--- src/rtl/neuron_reduce_act.sv ---
// Column-parallel, row-serial reduction of a product grid, followed by bias add,
// signed saturation to DWIDTH and optional ReLU.
module neuron_reduce_act #(
  parameter int DWIDTH = 32,
  parameter int IDIM   = 1,
  parameter int ODIM   = 2,
  parameter int RELU   = 1,
  parameter int ISIZE  = DWIDTH*IDIM*ODIM,
  parameter int OSIZE  = DWIDTH*ODIM,
  parameter int AWIDTH = DWIDTH+$clog2(IDIM+1)+1
) (
  input  logic              CLOCK,
  input  logic              RESET_N,
  input  logic              START,
  input  logic [ISIZE-1:0]  STREAM_I,
  input  logic [OSIZE-1:0]  BIAS,
  output logic              BUSY,
  output logic              DONE,
  output logic [OSIZE-1:0]  STREAM_O
);

  localparam int RWIDTH = (IDIM > 1) ? $clog2(IDIM) : 1;
  localparam logic [RWIDTH-1:0] LAST_ROW = RWIDTH'(IDIM-1);
  localparam logic [AWIDTH-1:0] SAT_MAX  = {{(AWIDTH-DWIDTH+1){1'b0}}, {(DWIDTH-1){1'b1}}};
  localparam logic [AWIDTH-1:0] SAT_MIN  = {{(AWIDTH-DWIDTH+1){1'b1}}, {(DWIDTH-1){1'b0}}};

  typedef enum logic [1:0] {S_IDLE, S_ACCUM, S_BIAS, S_OUT} state_t;

  state_t             state, state_nxt;
  logic [RWIDTH-1:0]  row;
  logic [ISIZE-1:0]   grid_q;
  logic [OSIZE-1:0]   bias_q;
  logic [AWIDTH-1:0]  acc [ODIM];
  logic [AWIDTH-1:0]  sum [ODIM];
  logic [OSIZE-1:0]   row_data;
  logic [OSIZE-1:0]   addend;
  logic [OSIZE-1:0]   result;

  always_ff @(posedge CLOCK or negedge RESET_N) begin
    if (!RESET_N) state <= S_IDLE;
    else          state <= state_nxt;
  end

  always_comb begin
    state_nxt = state;
    case (state)
      S_IDLE:  if (START) state_nxt = S_ACCUM;
      S_ACCUM: if (row == LAST_ROW) state_nxt = S_BIAS;
      S_BIAS:  state_nxt = S_OUT;
      S_OUT:   state_nxt = S_IDLE;
      default: state_nxt = S_IDLE;
    endcase
  end

  assign BUSY = (state == S_ACCUM) || (state == S_BIAS);
  assign DONE = (state == S_OUT);

  // One shared adder per column: grid row during ACCUM, bias during BIAS.
  always_comb begin
    row_data = grid_q[OSIZE-1:0];
    for (int r = 0; r < IDIM; r++) begin
      if (row == RWIDTH'(r)) row_data = grid_q[r*OSIZE +: OSIZE];
    end
    addend = (state == S_BIAS) ? bias_q : row_data;
  end

  always_comb begin
    result = '0;
    for (int c = 0; c < ODIM; c++) begin
      sum[c] = acc[c] + {{(AWIDTH-DWIDTH){addend[c*DWIDTH+DWIDTH-1]}}, addend[c*DWIDTH +: DWIDTH]};
      if ($signed(sum[c]) > $signed(SAT_MAX))
        result[c*DWIDTH +: DWIDTH] = {1'b0, {(DWIDTH-1){1'b1}}};
      else if ($signed(sum[c]) < $signed(SAT_MIN))
        result[c*DWIDTH +: DWIDTH] = {1'b1, {(DWIDTH-1){1'b0}}};
      else
        result[c*DWIDTH +: DWIDTH] = sum[c][DWIDTH-1:0];
      if (RELU != 0 && sum[c][AWIDTH-1])
        result[c*DWIDTH +: DWIDTH] = '0;
    end
  end

  // The result is registered on the BIAS->OUT edge so STREAM_O is valid with DONE.
  always_ff @(posedge CLOCK or negedge RESET_N) begin
    if (!RESET_N) begin
      row      <= '0;
      grid_q   <= '0;
      bias_q   <= '0;
      STREAM_O <= '0;
      for (int c = 0; c < ODIM; c++) acc[c] <= '0;
    end else begin
      case (state)
        S_IDLE: if (START) begin
          grid_q <= STREAM_I;
          bias_q <= BIAS;
          row    <= '0;
          for (int c = 0; c < ODIM; c++) acc[c] <= '0;
        end
        S_ACCUM: begin
          for (int c = 0; c < ODIM; c++) acc[c] <= sum[c];
          row <= row + 1'b1;
        end
        S_BIAS: begin
          for (int c = 0; c < ODIM; c++) acc[c] <= sum[c];
          STREAM_O <= result;
        end
        default: ;
      endcase
    end
  end

endmodule

--- config.mk ---
export PLATFORM = sky130hd
export DESIGN_NAME = neuron_reduce_act
export DESIGN_NICKNAME = d
export VERILOG_FILES = /design/src/rtl/neuron_reduce_act.sv
export SDC_FILE = /design/constraint.sdc
export NUM_CORES = 1
export LEC_CHECK = 0
export ABC_AREA = 0
export CELL_PAD_IN_SITES_DETAIL_PLACEMENT = 1
export CELL_PAD_IN_SITES_GLOBAL_PLACEMENT = 2
export CORE_UTILIZATION = 37
export DETAILED_ROUTE_END_ITERATION = 16
export GPL_ROUTABILITY_DRIVEN = 0
export PLACE_DENSITY_LB_ADDON = 0.05
export SYNTH_ARGS = -nofsm -noshare
export SYNTH_HDL_FRONTEND = slang
export SYNTH_SLANG_ARGS = --single-unit
--- constraint.sdc ---
create_clock -name CLOCK -period 6.2 [get_ports CLOCK]
set_input_delay 0.93 -clock CLOCK [delete_from_list [all_inputs] [get_ports CLOCK]]
set_output_delay 0.93 -clock CLOCK [all_outputs]
set_load 0.005 [all_outputs]
# [After elaboration in Yosys (flattened, before gate mapping)]
# Cells that the tools add are included.
[totals] reg_bits=263 latch_bits=0 ramBits=0 mem_bits_ro=0 input_bits=131 output_inout_bits=66 elab_cells=42 memories=0
[classes] add_sub_neg=3 multipliers=0 div=0 order_cmp=4 eq_ne=5 n_shift=0 mux=14 bitwise_logic=0 n_reduce_logical=9
[ops] op="32-bit 2-to-1 mux" n=6
[ops] op="68-bit case mux with 2 select lines" n=1
[ops] op="34-bit adder" n=2
[ops] op="34-bit by 32-bit greater-than comparator with 1-bit output (second input constant)" n=2
[ops] op="34-bit by 32-bit less-than comparator with 1-bit output (second input constant)" n=2
[ops] op="68-bit 2-to-1 mux" n=1
[ops] op="64-bit 2-to-1 mux" n=1
[ops] op="2-bit case mux with 4 select lines" n=1
[ops] op="2-bit AND reduction" n=4
[ops] op="2-bit == test (second input constant)" n=2
[ops] op="2-bit 2-to-1 mux" n=2
[ops] op="2-bit != test (second input constant)" n=2
[ops] op="2-bit nonzero test" n=2
[ops] op="2-bit by 1-bit == test with 1-bit output (second input constant)" n=1
[ops] op="2-bit logical NOT" n=1
[ops] op="1-bit case mux with 2 select lines" n=1
[ops] op="2-bit OR reduction" n=1
[ops] op="1-bit adder (second input constant)" n=1
[ops] op="1-bit logical OR" n=1
[ops] op="1-bit 2-to-1 mux" n=1

# [Longest topological paths before layout]
[depth] word_depth=7 ltp_mapped=19 depth_no_buf=15

# [Worst setup path before layout]
# Ideal clock, no wire load.
[synth_path] kind="flip-flop to flip-flop" from="register state[0]" to="register STREAM_O[14]" setup_time_ns=0.150 arrival_ns=4.240 required_time_ns=6.050 slack_ns=1.810 stages_incl_launch_ff=20 n_path_buf=5 synth_period_minus_slack_ns=4.390 cell_sequence="dfrtp_1 inv_1 ha_1 clkbuf_1 clkbuf_1 clkbuf_1 mux2_2 ha_1 fa_1 a21o_1 a31oi_1 nor4_1 or3_1 a31oi_2 xnor2_1 or2_1 buf_6 buf_12 nor2_4 o22ai_2"
[synth_via] elab_chain_cells=7
[synth_rtl] element="start: declaration" line="29" rtl="state_t state, state_nxt;"
[synth_rtl] element="start signal: assignment" line="41" rtl="else state <= state_nxt;"
[synth_rtl] element="2-bit == test *" line="64, 91"
[synth_rtl] element="64-bit 2-to-1 mux" line="64" rtl="addend = (state == S_BIAS) ? bias_q : row_data;"
[synth_rtl] element="34-bit adder" line="70" rtl="sum[c] = acc[c] + {{(AWIDTH-DWIDTH){addend[c*DWIDTH+DWIDTH-1]}}, addend[c*DWIDTH +: DWIDTH]};"
[synth_rtl] element="34-bit by 32-bit less-than comparator with 1-bit output" line="73" rtl="else if ($signed(sum[c]) < $signed(SAT_MIN))"
[synth_rtl] element="32-bit 2-to-1 mux" line="73"
[synth_rtl] element="32-bit 2-to-1 mux" line="71" rtl="if ($signed(sum[c]) > $signed(SAT_MAX))"
[synth_rtl] element="32-bit 2-to-1 mux" line="77" rtl="if (RELU != 0 && sum[c][AWIDTH-1])"
[synth_rtl] element="end signal: assignment" line="104" rtl="STREAM_O <= result;"
[synth_rtl] element="end: declaration" line="19" rtl="output logic [OSIZE-1:0] STREAM_O"
# Mark *: on every way between the ends. The rest lies on a longest branch, timed or not.
# A chain may end at the register's enable or synchronous reset.

# [Final worst setup path]
[layout_path] from="register state[0]" to="register STREAM_O[37]"
# The elaborated chain is that of the path after synthesis.

==> results.sh <==
export IMPL_status="finished clean"
export IMPL_num_nets_final=1682
export IMPL_hold_buffers=0
export IMPL_synth_edf_count=0
export IMPL_num_vias=10820
export IMPL_hold_path_class="input port to asynchronous set/reset pin"
export IMPL_yosysWarningCount=0
export IMPL_ys_ff_latch=263
export IMPL_min_period_ps=5281
export IMPL_final_layout_size_suffix_gt1_share_pct=24.10
export IMPL_setup_viol=0
export IMPL_synthesis_nets=1516
export IMPL_htreeDepth=1
export IMPL_cp_max_fo=50
export IMPL_fin_crit_sh_pct=85.18
export IMPL_die_height_um=202.4
export IMPL_grt_overflow=0
export IMPL_arrival_ps=5730
export IMPL_tightest_slew_ps=1157
export IMPL_max_freq_mhz=189.4
export IMPL_start_util_pct=37.47
export IMPL_r2r_start="state[0]"
export IMPL_grt_max_degree=158
export IMPL_slew_violations=0
export IMPL_drt_first_pass_iters=4
export IMPL_clk_pin_slew_ps=60
export IMPL_synth_area_mm2=0.01485
export IMPL_ys_flop_type="dfrtp_1"
export IMPL_routed_wl_um=41460
export IMPL_ioPinCount=197
export IMPL_finalHoldViolCount=0
export IMPL_area_delta_synth_final_pct=22.84
export IMPL_required_ps=6650
export IMPL_clkLatencyLatePin_ps=580
export IMPL_first_global_vias=12120
export IMPL_syn_area_per_cell_um2=11.31
export IMPL_grt_pass1_wl_um=67750
export IMPL_viasPerCell=5.338
export IMPL_synth_cell_types=75
export IMPL_timing_reg2reg_setup_slack_ps=920
export IMPL_r2r_end="STREAM_O[37]"
export IMPL_final_setup_tns_ps=0
export IMPL_drv_cap=0
export IMPL_cts_sinks=263
export IMPL_cts_setup_buffers=0
export IMPL_worstSetupStartpoint="state[0]"
export IMPL_drt_iter0_markers=494
export IMPL_antenna_found_initial=0
export IMPL_numCtsBuffers=31
export IMPL_cp_start_kind="flop"
export IMPL_die_x_um=202.4
export IMPL_seq_area_frac_synth_pct=44.31
export IMPL_ctsLongestPathBuffers=3
export IMPL_skew_ps=17.42
export IMPL_drc=0
export IMPL_die_area_mm2=0.04095
export IMPL_ctsResizeCount=0
export IMPL_async_flop_share_pct=100.0
export IMPL_num_rows=73
export IMPL_worstSetupPathType="flop to flop"
export IMPL_cts_tree="built"
export IMPL_post_dp_hpwl_um=29900
export IMPL_root_buffer="clkbuf_16"
export IMPL_syn_inst=1313
export IMPL_reg2reg_depth=14
export IMPL_numPortBuffers=196
export IMPL_track_usage_pct=20.71
export IMPL_worst_slew_margin_rel_pct=21.24
export IMPL_core_area_mm2=0.03964
export IMPL_diodes=0
export IMPL_rsz0062_at_grt="false"
export IMPL_cp_end_kind="flop"
export IMPL_wl_per_cell_um=20.45
export IMPL_ant_nets=0
export IMPL_cp_endpoint="STREAM_O[37]"
==> state kept, by name, summed over array words and instances, names as in the netlist <==
signal,count
grid_q,64
acc,68
bias_q,64
STREAM_O,64
state,2
row,1
==> cells by family after synthesis <==
family | synth area share (%)
simple gates | 9.064
fa+ha+maj | 6.166
xor+xnor | 3.631
flops | 44.31
buf+inv | 4.086
compound gates | 18.04
mux | 14.70
==> cell usage in the layout (no fill, tap or decap), types with 5 or more instances in the layout <==
cell type | Yosys | final
o22ai_2 | 30 | 31
nand2b_1 | 9 | 9
and2_1 | 8 | 7
o21ai_0 | 52 | 52
nand3_1 | 17 | 17
o21ai_1 | 5 | 5
a21o_1 | 15 | 15
o21a_1 | 6 | 6
o22ai_1 | 9 | 8
buf_4 | 5 | 12
clkbuf_8 | 0 | 7
xnor2_1 | 37 | 37
o221a_2 | 17 | 17
a41oi_1 | 6 | 6
nor2_1 | 61 | 61
inv_1 | 49 | 49
o211ai_1 | 10 | 10
or3_1 | 6 | 6
o2111ai_1 | 5 | 5
xor2_1 | 22 | 22
a22o_1 | 57 | 57
mux2_2 | 193 | 193
o21bai_1 | 7 | 7
clkinv_2 | 0 | 11
nor2_4 | 30 | 30
nor3_1 | 9 | 9
nand4_1 | 12 | 12
nand2_1 | 67 | 66
nor2b_1 | 5 | 5
a21oi_1 | 72 | 72
dfrtp_1 | 263 | 263
ha_1 | 70 | 69
clkbuf_16 | 0 | 31
and3_1 | 5 | 5
clkdlybuf4s50_1 | 0 | 195
a211oi_1 | 20 | 20
a31oi_1 | 10 | 10
==> cell type report <==
class                           instances  area, um2
Clock inverter                         15      135.1
Fill cell                            4255      21400
Clock buffer                           41      883.3
Sequential cell                       263       6581
Multi-Input combinational cell        924       7707
Inverter                               49      183.9
Timing Repair Buffer                  210       2097
Tap cell                              525      656.9
==> synthesized netlist by cell type, types with 15 or more instances <==
library cell,number,area [um2]
dfrtp_1,263,6581
a211oi_1,20,150.1
a21o_1,15,112.6
ha_1,70,875.8
xnor2_1,37,324.1
inv_1,49,183.9
a22o_1,57,499.2
xor2_1,22,192.7
o22ai_2,30,375.4
o21ai_0,52,260.3
nor2_1,61,229.0
a21oi_1,72,360.4
mux2_2,193,2173
nand2_1,67,251.5
nand3_1,17,85.08
clkbuf_1,50,187.7
o221a_2,17,191.4
nor2_4,30,337.8
==> metal layers <==
layer	vias to the layer above	share of wire [%]	GRT usage, %
met4	0	2.8	5.639
met1	5464	46	27.65
met5	-	0	0
met2	158	49	35.36
met3	54	2.4	2.402
li1	5145	-	-
==> metrics by stage <==
stage                     area (um2)  instances  hold WS (ps)  utilization, %  worst slack, ps
final                          18250       2027         380.8           46.03            918.8
after global routing           18250       2027         470.0           46.03            395.7
after CTS                      18250       2027         446.4           46.03            802.0
after detailed placement       17230       1971         478.5           43.46            856.9
after global placement         17230       1971         464.0           43.46            979.5
after floorplan                14850       1313         451.6               -             1810
==> worst min-delay path by stage <==
stage	end	cells after the start
floorplan	acc[67]	2
global placement	acc[67]	2
detailed placement	acc[28]	2
CTS	grid_q[41]	1
global route	grid_q[44]	1
finish	bias_q[44]	1
==> critical path: stages, from the launching register on <==
cell and delay (ps):
dfrtp_1 420, inv_1 140, ha_4 660, buf_12 340, mux2_2 380, ha_1 350, a21oi_1 350, o21ai_0 190
a2111oi_0 660, a21oi_1 250, o21ai_1 240, a21oi_2 100, xnor2_1 230, nand2_1 490, o221a_2 320
Power is not shown: default switching activity piles up to over one toggle a cycle in this logic, so the estimate is an artifact.
==> edit 1 (config.mk and constraints unchanged) <==
Add an input register stage for `START`, `STREAM_I` and `BIAS`; this delays them by one clock. Comments in the files are not updated.
--- a/src/rtl/neuron_reduce_act.sv
+++ b/src/rtl/neuron_reduce_act.sv
@@ -26,6 +26,16 @@
 
   typedef enum logic [1:0] {S_IDLE, S_ACCUM, S_BIAS, S_OUT} state_t;
 
+  logic START_q;
+  logic [ISIZE-1:0] STREAM_I_q;
+  logic [OSIZE-1:0] BIAS_q;
+
+  always_ff @(posedge CLOCK) begin
+    START_q    <= START;
+    STREAM_I_q <= STREAM_I;
+    BIAS_q     <= BIAS;
+  end
+
   state_t             state, state_nxt;
   logic [RWIDTH-1:0]  row;
   logic [ISIZE-1:0]   grid_q;
@@ -44,7 +54,7 @@
   always_comb begin
     state_nxt = state;
     case (state)
-      S_IDLE:  if (START) state_nxt = S_ACCUM;
+      S_IDLE:  if (START_q) state_nxt = S_ACCUM;
       S_ACCUM: if (row == LAST_ROW) state_nxt = S_BIAS;
       S_BIAS:  state_nxt = S_OUT;
       S_OUT:   state_nxt = S_IDLE;
@@ -89,9 +99,9 @@
       for (int c = 0; c < ODIM; c++) acc[c] <= '0;
     end else begin
       case (state)
-        S_IDLE: if (START) begin
-          grid_q <= STREAM_I;
-          bias_q <= BIAS;
+        S_IDLE: if (START_q) begin
+          grid_q <= STREAM_I_q;
+          bias_q <= BIAS_q;
           row    <= '0;
           for (int c = 0; c < ODIM; c++) acc[c] <= '0;
         end
Function: changed (Yosys sat finds a counterexample within 4 cycles, from zero or initial values and one cycle with RESET_N low).
==> edit 1 against the original RTL <==
- setup slack worse by 0.071 ns
- cell area up 15%
- non-clock buffer count unchanged
- clock skew about the same
- routed wire length up 3.8%
- sequential cell count up 129
- area after synthesis up 14%
- count of clock-buffer cells in the layout up 27
- critical endpoint is now STREAM_O[13]$_DFFE_PN0P_
Power is not shown: default switching activity piles up to over one toggle a cycle in this logic, so the estimate is an artifact.
==> edit 1: results (changes against the original RTL) <==
- Total area of sequential cells: 9164 µm² (was 6581 µm²)
- Met3 track demand over resource in global routing: 0.03088 (was 0.02402)
- Post-detailed-placement half-perimeter wirelength: 29.75 mm (was 29.90 mm)
- Standard-cell rows: 78 (was 73)
- Worst reg2reg endpoint: STREAM_O[13]$_DFFE_PN0P_ (was STREAM_O[37]$_DFFE_PN0P_)
- Last element of the critical path: STREAM_O[13]$_DFFE_PN0P_ (was STREAM_O[37]$_DFFE_PN0P_)
- Worst Reg2Reg Path Length in Cells: 15 (was 14)
- Met2 track demand over resource: 0.2917 (was 0.3536)
- Final worst path period share: 0.8633 (was 0.8518)
- Worst setup slack before clock tree synthesis: 0.8114 ns (was 0.8569 ns)
- Multi-input combinational cell count: 936 (was 924)
- Net count after synthesis: 1631 (was 1516)
- Number of sinks driven by the clock tree: 392 (was 263)
- Count of vias placed by the detailed router: 11660 (was 10820)
- DRC marker count from the first detailed-route iteration: 486 (was 494)
- Inverter count of the layout excluding clock inverters: 30 (was 49)
- Adder and majority gate portion of the synthesized area: 0.05399 (was 0.06166)
- Number of global-route vias before repair: 12700 (was 12120)
- Drt pass-1 iters: 7 (was 4)
- Count of fill cells added during filler insertion: 4796 (was 4255)
- Nets: 1817 (was 1682)
- Fraction of layout cells with a size suffix above 1: 0.1933 (was 0.2410)
- # clk buffers: 68 (was 41)
- Outcome: finished, final reports clean (unchanged)
- Drt wl/cell: 19.13 µm (was 20.45 µm)
- Crit path arrival time: 5.79 ns (was 5.73 ns)
- Crit-path max cell delay: 0.83 ns (was 0.66 ns)
- Clock skew: 0.01711 ns (was 0.01742 ns)
- DP Area: 19560 µm² (was 17230 µm²)
- GRT Resource Usage Total: 0.1898 (was 0.2071)
- Signal buffers share of area: 0.09983 (was 0.1149)
- Max_slew headroom: 0.3360 (was 0.2124)
- Fraction of the yosys area taken by sequential cells: 0.5402 (was 0.4431)
- Met1 wire length: 21.57 mm (was 19.07 mm)
- Netlist cell types: 68 (was 75)
- Synth Area in XOR/XNOR: 0.02943 (was 0.03631)
- Synth Area in Compound Gates: 0.1493 (was 0.1804)
- CP max FO: 46 (was 50)
## edit 1: cell count changes in the layout (fill, tap and decap cells not counted), moves of 26 or more
cell	before	now
sky130_fd_sc_hd__a22o_1	57	29
sky130_fd_sc_hd__dfxtp_1	0	129
sky130_fd_sc_hd__nor2_1	61	98
sky130_fd_sc_hd__nor2_4	30	0
sky130_fd_sc_hd__o21ai_1	5	31
sky130_fd_sc_hd__o22ai_2	31	0
sky130_fd_sc_hd__o2bb2ai_2	0	30
## edit 1: through the flow
stage,instances,hold slack [ns],util
3_5_place_dp,2168,0.4491,0.4319
2_1_floorplan,1428,0.4401,-
3_3_place_gp,2168,0.4428,0.4319
4_1_cts,2250,0.3467,0.4639
5_1_grt,2250,0.3795,0.4639
6_report,2250,0.3464,0.4639
==> edit 2 (same settings) <==
Made on the original files. The parameter `DWIDTH` goes from 32 to 16.
--- a/src/rtl/neuron_reduce_act.sv
+++ b/src/rtl/neuron_reduce_act.sv
@@ -1,7 +1,7 @@
 // Column-parallel, row-serial reduction of a product grid, followed by bias add,
 // signed saturation to DWIDTH and optional ReLU.
 module neuron_reduce_act #(
-  parameter int DWIDTH = 32,
+  parameter int DWIDTH = 16,
   parameter int IDIM   = 1,
   parameter int ODIM   = 2,
   parameter int RELU   = 1,
Interface: changed (resized BIAS, STREAM_I and STREAM_O); port bits go from 197 to 101. The function was not compared with the original's and may differ.
==> edit 2 against the original RTL <==
- sequential cell count down 128
- area after synthesis decreased by 50%
- synthesized cell count down 49%
- first-iteration DRC count decreased by 56%
- routed wire length fell by 53%
- cell area down 49%
- setup slack better by 0.61 ns
- critical endpoint is now STREAM_O[1]$_DFFE_PN0P_
Power is not shown: default switching activity piles up to over one toggle a cycle in this logic, so the estimate is an artifact.
==> edit 2: results (changes against the original RTL) <==
- Max_slew headroom: 0.3200 (was 0.2124)
- Inverter count of the layout excluding clock inverters: 20 (was 49)
- Top cells by area in the synthesized netlist: sky130_fd_sc_hd__dfrtp_1 (45%), sky130_fd_sc_hd__mux2_2 (14%), sky130_fd_sc_hd__ha_1 (6.4%), sky130_fd_sc_hd__o21ai_0 (3.1%), sky130_fd_sc_hd__nor2_1 (2.6%) (was sky130_fd_sc_hd__dfrtp_1 (44%), sky130_fd_sc_hd__mux2_2 (15%), sky130_fd_sc_hd__ha_1 (5.9%), sky130_fd_sc_hd__a22o_1 (3.4%), sky130_fd_sc_hd__o22ai_2 (2.5%))
- H-tree levels: 4 (was 1)
- Total area of sequential cells: 3378 µm² (was 6581 µm²)
- Top layer reached by signal wires: met5 (was met4)
- Met2 track demand over resource: 0.3064 (was 0.3536)
- Synth Area in XOR/XNOR: 0.03735 (was 0.03631)
- GRT Resource Usage Total: 0.1994 (was 0.2071)
- Worst path slowest cell: sky130_fd_sc_hd__buf_4 (was sky130_fd_sc_hd__ha_4)
- Worst reg2reg endpoint: STREAM_O[1]$_DFFE_PN0P_ (was STREAM_O[37]$_DFFE_PN0P_)
- Footprint of the multi-input gates: 3876 µm² (was 7707 µm²)
- Proportion of synthesized area in mux cells: 0.1491 (was 0.1470)
- Post-route standard cell area excluding fillers: 9280 µm² (was 18250 µm²)
- Netlist cell types: 62 (was 75)
- Dpl cells: 1012 (was 1971)
- Global-route track usage on met1: 0.2796 (was 0.2765)
- Category of cells accounting for the largest share of critical-path delay: simple AND/OR/NAND/NOR gates (was compound AO/OA/AOI/OAI gates)
- Clock latency at the later pin of the worst-skew pair: 0.43 ns (was 0.58 ns)
- Count of fill cells added during filler insertion: 2167 (was 4255)
- Number of global-route vias before repair: 5857 (was 12120)
- Final hold slack: 0.4877 ns (was 0.3808 ns)
- Number of flip-flops in the largest register: 36 (was 68)
- Top cell types by occurrence after synthesis: sky130_fd_sc_hd__dfrtp_1 (135), sky130_fd_sc_hd__mux2_2 (96), sky130_fd_sc_hd__nor2_1 (51), sky130_fd_sc_hd__nand2_1 (48), sky130_fd_sc_hd__o21ai_0 (46) (was sky130_fd_sc_hd__dfrtp_1 (263), sky130_fd_sc_hd__mux2_2 (193), sky130_fd_sc_hd__a21oi_1 (72), sky130_fd_sc_hd__ha_1 (70), sky130_fd_sc_hd__nand2_1 (67))
- Worst Reg2Reg Path Length in Cells: 11 (was 14)
- Syn avg cell area: 11.13 µm² (was 11.31 µm²)
- DP Area: 8701 µm² (was 17230 µm²)
- Fraction of the yosys area taken by sequential cells: 0.4523 (was 0.4431)
- Clock skew: 0.01210 ns (was 0.01742 ns)
- Met1 wire length: 9.883 mm (was 19.07 mm)
- Repair and plain buffers: 105 (was 210)
- Met3 track demand over resource in global routing: 0.04139 (was 0.02402)
- Wire length reported by the detailed router: 19.53 mm (was 41.46 mm)
- Nets: 873 (was 1682)
- Outcome: finished, final reports clean (unchanged)
- Global-route wire length before repair: 31.17 mm (was 67.75 mm)
- Count of vias placed by the detailed router: 5498 (was 10820)
- DRC marker count from the first detailed-route iteration: 219 (was 494)
==> edit 2: cell count changes after synthesis, moves of 30 or more <==
| cell | delta |
|---|---|
| sky130_fd_sc_hd__dfrtp_1 | -128 |
| sky130_fd_sc_hd__o22ai_2 | -30 |
| sky130_fd_sc_hd__clkbuf_1 | -32 |
| sky130_fd_sc_hd__a21oi_1 | -45 |
| sky130_fd_sc_hd__mux2_2 | -97 |
| sky130_fd_sc_hd__nor2_4 | -30 |
| sky130_fd_sc_hd__ha_1 | -32 |
| sky130_fd_sc_hd__a22o_1 | -55 |
==> edit 2: cells by family (layout without fill, tap and decap cells) <==
group,count (synthesis),in the layout
adder cells (fa/ha/maj),40,40
AO/OA/AOI/OAI,162,162
buffers and inverters,49,157
flip-flops,135,135
XOR/XNOR,31,31
AND/OR/NAND/NOR,156,156
multiplexers,98,98
